$ cat src/rtl/lockin_amplifier.sv
// ---------------------------------------------------------------------------
// lockin_amplifier
//
// Quadrature reference generator for the lock-in / PLL datapath. It measures
// the period and high time of the 1-bit reference signal_in. Once two
// consecutive period measurements agree within TOL, it regenerates the
// reference on signal_out, delayed by a quarter period (90 degree lag). The
// feedback loop in feedback_lockin_amplifier consumes signal_out.
//
// Parameters
//   CNT_W      width of the phase, period and high-time counters (saturating)
//   MIN_PERIOD smallest period, in clocks, accepted as a valid measurement
//   TOL        largest |P - P_lat|, in clocks, that still counts as stable
//
// Ports
//   clk        system clock, all state changes on the rising edge
//   reset_n    synchronous active-low reset
//   signal_in  asynchronous 1-bit reference input
//   signal_out registered quadrature output, 0 while not locked
//
// Acquisition state, held in two flags:
//   seen_edge | locked | meaning
//   ----------+--------+-----------------------------------------------------
//       0     |   0    | waiting for the first rising edge (nothing to time)
//       1     |   0    | timing periods, no stable measurement yet
//       1     |   1    | period stable, signal_out follows the window
// ---------------------------------------------------------------------------
module lockin_amplifier #(
    parameter int CNT_W      = 16,
    parameter int MIN_PERIOD = 4,
    parameter int TOL        = 1
) (
    input  logic clk,
    input  logic reset_n,
    input  logic signal_in,
    output logic signal_out
);

    localparam logic [CNT_W-1:0] C_MAX = '1;
    localparam logic [CNT_W-1:0] C_ONE = CNT_W'(1);
    localparam logic [CNT_W-1:0] C_TOL = CNT_W'(TOL);
    localparam logic [CNT_W:0]   C_MIN = (CNT_W+1)'(MIN_PERIOD);

    // Input synchronizer and edge history
    logic             r_sync1;
    logic             r_sync2;
    logic             r_prev;

    // Counters and latched measurements
    logic [CNT_W-1:0] r_ph;
    logic [CNT_W-1:0] r_hcnt;
    logic [CNT_W-1:0] r_p_lat;
    logic [CNT_W-1:0] r_h_lat;

    // Acquisition flags
    logic             r_seen_edge;
    logic             r_locked;

    // Combinational helpers
    logic             w_rise;
    logic             w_ph_sat;
    logic [CNT_W-1:0] w_p_meas;
    logic             w_valid;
    logic [CNT_W-1:0] w_diff;
    logic             w_stable;
    logic [CNT_W-1:0] w_h_clip;
    logic [CNT_W-1:0] w_q;
    logic [CNT_W:0]   w_q_x;
    logic [CNT_W:0]   w_e;
    logic [CNT_W:0]   w_p_lat_x;
    logic [CNT_W:0]   w_ph_x;
    logic             w_win;
    logic             w_lost;

    assign w_rise   = r_sync2 & ~r_prev;
    assign w_ph_sat = (r_ph == C_MAX);

    // ph holds clocks since the last detect cycle minus one, so the period
    // ending on this detect cycle is ph + 1.
    assign w_p_meas = w_ph_sat ? C_MAX : (r_ph + C_ONE);
    assign w_valid  = ({1'b0, w_p_meas} >= C_MIN) && !w_ph_sat;

    assign w_diff   = (w_p_meas >= r_p_lat) ? (w_p_meas - r_p_lat)
                                            : (r_p_lat - w_p_meas);
    assign w_stable = (r_p_lat != '0) && (w_diff <= C_TOL);

    // A high time longer than the period can only come from a stuck-high
    // input; clip it so the window never covers more than one period.
    assign w_h_clip = (r_hcnt < w_p_meas) ? r_hcnt : w_p_meas;

    // Window arithmetic runs one bit wider so Q + H_lat and 2*P_lat never
    // overflow.
    assign w_q       = r_p_lat >> 2;
    assign w_q_x     = {1'b0, w_q};
    assign w_e       = w_q_x + {1'b0, r_h_lat};
    assign w_p_lat_x = {1'b0, r_p_lat};
    assign w_ph_x    = {1'b0, r_ph};

    always_comb begin
        w_win = 1'b0;
        if (w_e < w_p_lat_x) begin
            w_win = (w_ph_x >= w_q_x) && (w_ph_x < w_e);
        end else begin
            // The high interval runs past the end of the period and wraps
            // to the start of the next one.
            w_win = (w_ph_x >= w_q_x) || (w_ph_x < (w_e - w_p_lat_x));
        end
    end

    assign w_lost = r_locked && (w_ph_x > {r_p_lat, 1'b0});

    always_ff @(posedge clk) begin
        if (!reset_n) begin
            r_sync1     <= 1'b0;
            r_sync2     <= 1'b0;
            r_prev      <= 1'b0;
            r_ph        <= '0;
            r_hcnt      <= '0;
            r_p_lat     <= '0;
            r_h_lat     <= '0;
            r_seen_edge <= 1'b0;
            r_locked    <= 1'b0;
            signal_out  <= 1'b0;
        end else begin
            r_sync1 <= signal_in;
            r_sync2 <= r_sync1;
            r_prev  <= r_sync2;

            // Uses the pre-update lock flag and window, so a detect cycle
            // never sees the freshly latched period.
            signal_out <= r_locked & w_win;

            if (w_rise) begin
                r_ph   <= '0;
                r_hcnt <= C_ONE;
            end else begin
                if (!w_ph_sat) begin
                    r_ph <= r_ph + C_ONE;
                end
                if (r_sync2 && (r_hcnt != C_MAX)) begin
                    r_hcnt <= r_hcnt + C_ONE;
                end
            end

            // A detect cycle outranks loss of signal in the same clock.
            if (w_rise) begin
                if (!r_seen_edge) begin
                    r_seen_edge <= 1'b1;
                end else if (w_valid) begin
                    r_locked <= w_stable;
                    r_p_lat  <= w_p_meas;
                    r_h_lat  <= w_h_clip;
                end else begin
                    r_locked <= 1'b0;
                    r_p_lat  <= '0;
                end
            end else if (w_lost) begin
                // No edge for two periods: forget everything so relock has
                // to start again from three fresh edges.
                r_locked    <= 1'b0;
                r_p_lat     <= '0;
                r_seen_edge <= 1'b0;
            end
        end
    end

endmodule

$ cat config.mk
export PLATFORM = sky130hd
export DESIGN_NAME = lockin_amplifier
export DESIGN_NICKNAME = d
export VERILOG_FILES = /design/src/rtl/lockin_amplifier.sv
export SDC_FILE = /design/constraint.sdc
export NUM_CORES = 1
export LEC_CHECK = 0
export ABC_CLOCK_PERIOD_IN_PS = 12200
export CAP_MARGIN = 20
export CORE_ASPECT_RATIO = 1.1
export CORE_MARGIN = 10
export CORE_UTILIZATION = 60
export CTS_CLUSTER_SIZE = 28
export DETAILED_ROUTE_END_ITERATION = 6
export GPL_TIMING_DRIVEN = 0
export HOLD_SLACK_MARGIN = 0.12
export PLACE_DENSITY = 0.76
export SYNTH_ARGS = -nofsm -noshare
export SYNTH_HDL_FRONTEND = slang
export SYNTH_SLANG_ARGS = --single-unit
$ cat constraint.sdc
create_clock -name clk -period 12.2 [get_ports clk]
set_input_delay 2.44 -clock clk [delete_from_list [all_inputs] [get_ports clk]]
set_output_delay 2.44 -clock clk [all_outputs]
set_load 0.03 [all_outputs]
* Yosys cells after proc, flatten, opt, wreduce, memory -nomap -nowiden
Index checks and enable logic that the tools add are counted.
** Operators by class
- Equality and inequality tests :: 3
- Reductions and logical operators :: 13
- Multipliers :: 0
- Add/sub/neg operators :: 6
- Shifts and indexed selects :: 0
- Bitwise operators :: 4
- Mux-type cells :: 15
- Div/mod/pow operators :: 0
- Order comparisons :: 9
** Operators by type and width (count)
- $mux 16 :: 7
- $lt 16x17->1 :: 2
- $add 16x1->16 const B :: 2
- $sub 16x16->16 :: 2
- $add 14x16->17 :: 1
- $gt 16x17->1 :: 1
- $lt 17x16->1 :: 1
- $sub 17x16->17 :: 1
- $eq 16x16->1 const B :: 1
- $ge 16x14->1 :: 1
- $ge 16x16->1 :: 1
- $ge 16x3->1 const B :: 1
- $le 16x1->1 const B :: 1
- $lt 16x16->1 :: 1
- $ne 16x16->1 const B :: 1
- $reduce_bool 16->1 :: 1
- $mux 1 :: 8
- $logic_and 1x1->1 :: 5
- $reduce_bool 2->1 :: 2
- $reduce_and 3->1 :: 1
- $and 1x1->1 :: 2
- $ne 2x2->1 const B :: 1
- $not 1->1 :: 2
- $reduce_and 2->1 :: 1
- 3 further kinds :: 3
** Word-level totals
- ROM bits :: 0
- Memory bits (writable) :: 0
- Output and inout port bits :: 1
- Logic and storage cells :: 61
- Memories :: 0
- Bits in latches :: 0
- Register bits after elaboration :: 70

* Logic depth before layout (Yosys ltp)
Gate-level depths: netlist of run 1.
- Depth after elaboration :: 9
- Mapped depth :: 24
- Mapped depth without buffers :: 24

* Worst setup path after synthesis of run 1
No wires, ideal clock.
- Path kind :: register to register
- From :: register r_p_lat[2]
- To :: register signal_out
- Cell stages (with the launch flop) :: 24
- Path slack :: 7.835 ns
- Arrival :: 4.287 ns
- Period minus slack after synthesis :: 4.365 ns
- Required time :: 12.122 ns
- Buffers on the path :: 0
- Path through :: dfxtp_1 > ha_1 > inv_1 > fa_1 > nor2b_1 > o21ai_0 > a21boi_0 > nor4_1 > o31ai_1 > nor2_1 > xnor2_1 > ha_1 > nor2_1 > nor2b_1 > nor3_1 > a311oi_1 > a21o_1 > a21oi_1 > xor2_1 > ha_1 > o211ai_1 > a31oi_1 > o311a_1 > nor3_1
** On the way
- Cells in the longest elaborated chain, start to end :: 6
** Ends and longest elaborated chain
- start: declaration :: line 52 : logic [CNT_W-1:0] r_p_lat;
- start signal: assignment :: line 151 : r_p_lat <= w_p_meas;
- $add 14x16->17 :: line 95 : assign w_e = w_q_x + {1'b0, r_h_lat};
- $sub 17x16->17 :: line 106 : w_win = (w_ph_x >= w_q_x) || (w_ph_x < (w_e - w_p_lat_x));
- $lt 16x17->1 :: line 106
- $logic_or 1x1->1 :: line 106
- $mux 1 * :: line 101 : if (w_e < w_p_lat_x) begin
- $and 1x1->1 * :: line 131 : signal_out <= r_locked & w_win;
- end signal: assignment :: line 131
- end: declaration :: line 36 : output logic signal_out
Mark *: on every way between the ends. The rest lies on a longest branch, timed or not.
A chain may end at the register's enable or synchronous reset.

* Final worst setup path of run 1
Ends and elaborated chain as after synthesis.

==> results.cfg, run 1 <==
[floorplanning]
initial_core_util = 0.615
core_area_sq_um = 12700
dieArea_sq_um = 18000
rows = 43
num_io_pins = 4
floorplan.die.height_um = 140
chipWidth_um = 129

[pwr]
ir_drop_mv = 0.101
totalPowerFinal_mw = 0.587
power.internal_mw = 0.438
power.net_switching_mw = 0.149
sw_frac_of_total = 0.254
p_leak_nw = 3.70
pwr_density_cell_nw_per_um2 = 70.3
combinationalPowerShare = 0.151
power.share.clock = 0.451
portion_of_total_power_attributed_to_sequential_cells = 0.398

[synthesis]
synthCells = 945
synthFlopType = sky130_fd_sc_hd__dfxtp_1
synth_compound_area_frac = 0.235
async_reset_ff_frac = 0
synth.cell_area_sq_um = 7810
syn_avg_cell_area_sq_um = 8.27
synth_adder_area_share = 0.230
synth.mux.area_fraction = 0.0352
ys_warn_count = 0
distinct_cells_synth = 74
post_synth_xor_area_fraction = 0.0728
netlist.top_cell.by_area = sky130_fd_sc_hd__ha_1
area_share_of_the_leading_cell_type_in_the_synthesized_netlist = 0.219
postSynthRegisterBits = 70
number_of_enable_flip_flop_cells_after_synthesis = 0
post_synthesis_simple_gate_area_fraction = 0.197
synthesis.nets = 1089
synth_top_family_by_area = compound AO/OA/AOI/OAI gates
synthTopCellsByArea = sky130_fd_sc_hd__ha_1 22%, sky130_fd_sc_hd__dfxtp_1 18%, sky130_fd_sc_hd__xnor2_1 4.0%, sky130_fd_sc_hd__nor2_1 3.6%, sky130_fd_sc_hd__xor2_1 3.3%
share_of_synthesized_area_occupied_by_flip_flops_and_latches = 0.179

[worst_hold_path]
timing.hold.worst.class = reg -> reg
holdPathStages = 1
hold_path_startpoint = r_sync1$_SDFF_PN0_
worst_hold_path.endpoint = r_sync2$_SDFF_PN0_

[cts]
cts_inserted_buffers = 9
cts_tree = done
cts_post_setup_buffers_inserted = 0
cts.clk_slew.worst_paths_ns = 0.05
cts_buffer_depth = 2
post_cts_hold_buffer_count = 0
clkSinkCount = 70
clock_tree.htree_level_count = 3
library_cell_used_as_clock_root_buffer = sky130_fd_sc_hd__clkbuf_16
worstSkewPairLatency_ns = 0.34
post_cts_resized = 0

[routing]
drt_first_iter_violations = 645
detail_route.drc_violations = 0
drt-wirelength-per-cell_um = 18.8
route.detailed.vias_per_inst = 6.38
detailedRoute.firstPassIterationCount = 6
detailroute.via_count = 7151
postRouteAntennaNets = 0
wirelength_um = 21100

[critical_path]
cp-start-kind = flip-flop
ff2ff_setup_slack_ns = 6.77
worstPathBufferInverterCount = 1
reg2reg_from = r_p_lat[2]$_SDFFE_PN0P_
critical_path_arrival_ns = 5.69
worstPathCellList = ha_1 > inv_1 > fa_1 > nor2b_1 > o21ai_0 > a21boi_0 > nor4_1 > o31ai_1 > nor2_1 > xnor2_1 > ha_1 > nor2_1 > nor2b_1 > a21boi_0 > o21bai_1 > o21ai_0 > nand2b_1 > a21oi_1 > xor2_1 > ha_1 > o211ai_1 > a31oi_1 > o311a_1 > nor3_1
crit_path_end_kind = flip-flop
cp_slowest_stage_delay_ns = 0.58
reg2reg_depth = 24
critical-path-top-delay-family = compound AO/OA/AOI/OAI gates
critical_path.slowest_cell = sky130_fd_sc_hd__o31ai_1
worst-endpoint-required_ns = 12.46
timing.critical_path.mode_cell = sky130_fd_sc_hd__ha_1
worst_r2r_endpoint = signal_out$_SDFF_PN0_
worstSetupPathType = reg -> reg
critical_path.max_fanout = 6

[layout]
drive_gt1_frac = 0.0519
nNetsFinal = 1103
final_design_area_no_fill_sq_um = 8340
stdcell_count = 1121
finish.utilization = 0.657
area_added_between_synthesis_and_finish_pct = 6.77
n_antenna_cell = 0

[sta]
maxSlewViolCount = 0
final.setup_skew_ns = 0.00630
tns_ns = 0
number_of_endpoints_failing_setup_at_the_final_stage = 0
slew_headroom = 0.261
hold_violations = 0
final.min_clock_period_ns = 5.43
rsz0062_at_grt = no
worst_slew_pin_slew_ns = 1.10
layout_worst_path_cycle_share = 0.445
max_freq_mhz = 184

[placement]
gp_congestion = 0.945
dpl.hpwl_um = 17000
postPlaceCellArea_sq_um = 8040
place_inst = 1105
count_of_input_and_output_buffers = 3

[global_route]
grt_pass1_wl_um = 33600
first_global_vias = 6560
number_of_antenna_violations_at_the_first_check_in_global_routing = 0
grtUsageTotal = 0.231
grt_start_max_net_pins = 12
grt.overflow.total = 0

[status]
run_status = finished clean

[job]
timing.max_cap.violations = 0
-- synthesized netlist by cell type, types with 8 or more instances --
master,n
sky130_fd_sc_hd__ha_1,137
sky130_fd_sc_hd__nor2_1,75
sky130_fd_sc_hd__dfxtp_1,70
sky130_fd_sc_hd__inv_1,65
sky130_fd_sc_hd__a21oi_1,47
sky130_fd_sc_hd__nand2_1,42
sky130_fd_sc_hd__nor2b_1,40
sky130_fd_sc_hd__o21ai_0,36
sky130_fd_sc_hd__xnor2_1,36
sky130_fd_sc_hd__a21o_1,32
sky130_fd_sc_hd__xor2_1,29
sky130_fd_sc_hd__nand3_1,23
sky130_fd_sc_hd__clkbuf_1,22
sky130_fd_sc_hd__nor3_1,22
sky130_fd_sc_hd__o21a_1,18
sky130_fd_sc_hd__a32oi_1,17
sky130_fd_sc_hd__nand2b_1,15
sky130_fd_sc_hd__a211oi_1,14
sky130_fd_sc_hd__and2_1,14
sky130_fd_sc_hd__mux2i_1,14
sky130_fd_sc_hd__nand4_1,14
sky130_fd_sc_hd__and3_1,12
sky130_fd_sc_hd__nor4_1,10
sky130_fd_sc_hd__o211a_1,9
sky130_fd_sc_hd__o211ai_1,8
-- logic make-up (layout without fill, tap and decap cells) --
kind of cell	after synthesis	count (layout)
AND/OR/NAND/NOR	291	291
AO/OA/AOI/OAI	253	253
adder cells (fa/ha/maj)	141	141
buffers and inverters	99	118
flip-flops	70	70
XOR/XNOR	65	65
multiplexers	26	26
-- worst register-to-register path, stage by stage, from the launching register on --
cell and delay, ns:
sky130_fd_sc_hd__dfxtp_1 0.47, sky130_fd_sc_hd__ha_1 0.22, sky130_fd_sc_hd__inv_1 0.05, sky130_fd_sc_hd__fa_1 0.40, sky130_fd_sc_hd__nor2b_1 0.13, sky130_fd_sc_hd__o21ai_0 0.10
sky130_fd_sc_hd__a21boi_0 0.34, sky130_fd_sc_hd__nor4_1 0.14, sky130_fd_sc_hd__o31ai_1 0.58, sky130_fd_sc_hd__nor2_1 0.14, sky130_fd_sc_hd__xnor2_1 0.33, sky130_fd_sc_hd__ha_1 0.32
sky130_fd_sc_hd__nor2_1 0.13, sky130_fd_sc_hd__nor2b_1 0.09, sky130_fd_sc_hd__a21boi_0 0.12, sky130_fd_sc_hd__o21bai_1 0.19, sky130_fd_sc_hd__o21ai_0 0.26, sky130_fd_sc_hd__nand2b_1 0.10
sky130_fd_sc_hd__a21oi_1 0.19, sky130_fd_sc_hd__xor2_1 0.17, sky130_fd_sc_hd__ha_1 0.25, sky130_fd_sc_hd__o211ai_1 0.08, sky130_fd_sc_hd__a31oi_1 0.06, sky130_fd_sc_hd__o311a_1 0.36
sky130_fd_sc_hd__nor3_1 0.12
-- worst max-delay path by stage --
stage                                  to                    start  depth (start not counted)  slack [ns]
global placement    signal_out$_SDFF_PN0_  r_p_lat[2]$_SDFFE_PN0P_                         23        6.94
finish              signal_out$_SDFF_PN0_  r_p_lat[2]$_SDFFE_PN0P_                         24        6.77
floorplan           signal_out$_SDFF_PN0_  r_p_lat[2]$_SDFFE_PN0P_                         23        7.84
global route        signal_out$_SDFF_PN0_  r_p_lat[2]$_SDFFE_PN0P_                         24        6.44
CTS                 signal_out$_SDFF_PN0_  r_p_lat[2]$_SDFFE_PN0P_                         24        6.80
detailed placement  signal_out$_SDFF_PN0_  r_p_lat[2]$_SDFFE_PN0P_                         24        6.84
-- sequential cells by signal (all words and copies together), names as in the netlist --
register     count
r_h_lat         16
r_hcnt          16
r_p_lat         16
r_ph            16
r_locked         1
r_prev           1
r_seen_edge      1
r_sync1          1
r_sync2          1
signal_out       1
-- routing by layer --
metal / vias up / part of all wire / track usage
li1: 3510 / - / -
met1: 3410 / 0.46 / 0.306
met2: 194 / 0.46 / 0.372
met3: 37 / 0.054 / 0.0293
met4: 0 / 0.028 / 0.0833
met5: - / 0 / 0
-- cell type report --
cell class | count | area, sq um
inverters | 66 | 248
plain buffers | 33 | 151
repair buffers | 3 | 30.0
fillers | 1123 | 4350
flip-flops and latches | 70 | 1400
clock buffers | 13 | 260
well taps | 157 | 196
multi-input cells | 776 | 6010
clock inverters | 3 | 42.5
-- power by group through the flow --
stage	Combinational [mW]	Clock, mW	Sequential, mW
floorplan	0.0653	0	0.237
global placement	0.0863	0	0.238
detailed placement	0.0867	0	0.238
CTS	0.0871	0.266	0.233
global route	0.0962	0.273	0.234
finish	0.0884	0.265	0.233
-- stage by stage --
| step | worst slack, ns | hold slack [ns] |
|---|---|---|
| finish | 6.77 | 0.438 |
| detailed placement | 6.84 | 0.428 |
| CTS | 6.80 | 0.444 |
| floorplan | 7.84 | 0.412 |
| global route | 6.44 | 0.449 |
| global placement | 6.94 | 0.427 |
-- cells in the final DEF (no fill, tap or decap), types with 10 or more instances in the layout --
cell type                  count
sky130_fd_sc_hd__o21ai_0      36
sky130_fd_sc_hd__a21o_1       32
sky130_fd_sc_hd__nand4_1      14
sky130_fd_sc_hd__nor4_1       10
sky130_fd_sc_hd__inv_1        65
sky130_fd_sc_hd__ha_1        137
sky130_fd_sc_hd__nor3_1       22
sky130_fd_sc_hd__clkbuf_1     24
sky130_fd_sc_hd__o21a_1       18
sky130_fd_sc_hd__nand2b_1     15
sky130_fd_sc_hd__a211oi_1     14
sky130_fd_sc_hd__nand3_1      23
sky130_fd_sc_hd__and3_1       12
sky130_fd_sc_hd__nand2_1      42
sky130_fd_sc_hd__a21oi_1      47
sky130_fd_sc_hd__nor2b_1      40
sky130_fd_sc_hd__nor2_1       75
sky130_fd_sc_hd__dfxtp_1      70
sky130_fd_sc_hd__a32oi_1      17
sky130_fd_sc_hd__mux2i_1      14
sky130_fd_sc_hd__xnor2_1      36
sky130_fd_sc_hd__and2_1       14
sky130_fd_sc_hd__xor2_1       29
No activity file was read; power rests on OpenSTA's default activity.
==> run 2, diff against run 1 <==
- ABC_CLOCK_PERIOD_IN_PS: 12200 -> 5400
- clock period: 12.2 -> 5.4 ns (I/O delays scaled with it)
==> run 2 against run 1 <==
  * Sequential share of layout area shrank 0.080 points
  * Sequential power grew 130%
  * Largest power group unchanged
  * Highest routed layer unchanged
  * Die area is the same
  * Clock skew is essentially flat
  * Critical path type unchanged
  * Fmax grew 5.7%
  * Non-clock buffer count grew 2
==> results.cfg, run 2 (synthesized netlist as in run 1, its figures left out) <==
[pwr]
sw_frac_of_total = 0.254
power.internal_mw = 0.989
combinationalPowerShare = 0.151
p_leak_nw = 3.72
pwr_density_cell_nw_per_um2 = 158
totalPowerFinal_mw = 1.33
portion_of_total_power_attributed_to_sequential_cells = 0.398
ir_drop_mv = 0.227
power.share.clock = 0.451
power.net_switching_mw = 0.337

[sta]
maxSlewViolCount = 0
tns_ns = 0
hold_violations = 0
finalHoldWorstSlack_ns = 0.438
worst_slew_pin_slew_ns = 1.08
number_of_endpoints_failing_setup_at_the_final_stage = 0
rsz0062_at_grt = no
layout_worst_path_cycle_share = 0.951
final.setup_skew_ns = 0.00650
max_freq_mhz = 195
final.min_clock_period_ns = 5.13
slew_headroom = 0.274

[layout]
most-common-layout-cells = 137 x sky130_fd_sc_hd__ha_1, 75 x sky130_fd_sc_hd__nor2_1, 70 x sky130_fd_sc_hd__dfxtp_1
layout_commonest_cell = sky130_fd_sc_hd__ha_1
nNetsFinal = 1105
n_antenna_cell = 0
area_added_between_synthesis_and_finish_pct = 7.28
finish.utilization = 0.660
drive_gt1_frac = 0.0580
final_design_area_no_fill_sq_um = 8380
fillCellCount = 1120

[job]
timing.max_cap.violations = 0

[routing]
detail_route.drc_violations = 0
route.detailed.vias_per_inst = 6.41
detailedRoute.firstPassIterationCount = 5
postRouteAntennaNets = 0
detailroute.via_count = 7195
wirelength_um = 21100
drt-wirelength-per-cell_um = 18.8
drt_first_iter_violations = 560

[cts]
cts.clk_slew.worst_paths_ns = 0.05
clkSinkCount = 70
clock_tree.htree_level_count = 3
cts_tree = done
worstSkewPairLatency_ns = 0.33
cts_inserted_buffers = 9
cts_buffer_depth = 2
post_cts_hold_buffer_count = 0
library_cell_used_as_clock_root_buffer = sky130_fd_sc_hd__clkbuf_16

[global_route]
grt_pass1_wl_um = 33600
grt_start_max_net_pins = 12
first_global_vias = 6548
number_of_antenna_violations_at_the_first_check_in_global_routing = 0
grtUsageTotal = 0.231
grt.overflow.total = 0

[floorplanning]
chipWidth_um = 129
core_area_sq_um = 12700
rows = 43
floorplan.die.height_um = 140
num_io_pins = 4
initial_core_util = 0.615
dieArea_sq_um = 18000

[placement]
gp_congestion = 0.945
dpl.hpwl_um = 17000
postPlaceCellArea_sq_um = 8040
count_of_input_and_output_buffers = 3

[critical_path]
worst-endpoint-required_ns = 5.68
worstSetupPathType = reg -> reg
cp-start-kind = flip-flop
crit_path_end_kind = flip-flop
critical_path.max_fanout = 10
critical_path_arrival_ns = 5.41

[status]
run_status = finished clean

[worst_hold_path]
timing.hold.worst.class = reg -> reg
-- run 2: layout make-up --
cell class                      count  area, sq um  share of cell area
Multi-Input combinational cell    776         6040               0.720
Sequential cell                    70         1400               0.167
Clock buffer                       13          260              0.0310
Inverter                           66          248              0.0295
Tap cell                          157          196              0.0234
Buffer                             33          151              0.0181
Timing Repair Buffer                5         45.0             0.00537
Clock inverter                      3         42.5             0.00507
-- run 2: power by group through the flow --
stage | combinational, mW | clock (mW) | sequential (mW)
floorplan | 0.148 | 0 | 0.536
global placement | 0.195 | 0 | 0.538
detailed placement | 0.196 | 0 | 0.538
CTS | 0.197 | 0.601 | 0.527
global route | 0.218 | 0.617 | 0.528
finish | 0.201 | 0.598 | 0.527
-- run 2: metal layers --
layer  share of wire  vias up  GRT usage  routed length (um)
met2            0.46      210      0.371                9740
met3           0.054       39     0.0312                1140
met5               0        -          0                   0
met1            0.45     3429      0.305                9580
met4           0.030        0     0.0833                 632
li1                -     3517          -                   -
-- run 2: worst max-delay path: stages (launching register included) --
cell and delay (ns):
sky130_fd_sc_hd__dfxtp_1 0.49, sky130_fd_sc_hd__ha_1 0.27, sky130_fd_sc_hd__nand3_1 0.25, sky130_fd_sc_hd__nor4_4 0.42, sky130_fd_sc_hd__nand3_2 0.26, sky130_fd_sc_hd__clkbuf_1 0.29
sky130_fd_sc_hd__nand2_1 0.28, sky130_fd_sc_hd__ha_1 0.28, sky130_fd_sc_hd__buf_2 0.18, sky130_fd_sc_hd__nor2b_1 0.16, sky130_fd_sc_hd__o31a_1 0.27, sky130_fd_sc_hd__o41ai_4 0.47
sky130_fd_sc_hd__o221ai_2 0.30, sky130_fd_sc_hd__nor4_2 0.40, sky130_fd_sc_hd__nand4b_1 0.15, sky130_fd_sc_hd__a311oi_1 0.42, sky130_fd_sc_hd__a21o_1 0.18
-- run 2: worst paths after layout --
path	from	endpoint	slack [ns]	cells after the start
worst max-delay path	r_ph[1]$_SDFFE_PP0N_	r_locked$_SDFFE_PN0P_	0.27	16
worst min-delay path	r_sync1$_SDFF_PN0_	r_sync2$_SDFF_PN0_	0.44	1
worst max register to register	r_ph[1]$_SDFFE_PP0N_	r_locked$_SDFFE_PN0P_	0.27	16
worst min register to register	r_sync1$_SDFF_PN0_	r_sync2$_SDFF_PN0_	0.44	1
-- run 2: through the flow --
stage,worst slack (ns),instances
floorplan,1.04,945
finish,0.266,1123
global route,0.0292,1123
CTS,0.137,1121
global placement,0.136,1105
detailed placement,0.0381,1105
-- run 2: timing repair --
action	4_1_cts	5_1_grt
setup buffers	0	2
endpoints found under the setup margin	1	3
pin swaps	0	2
gates resized for setup	1	6
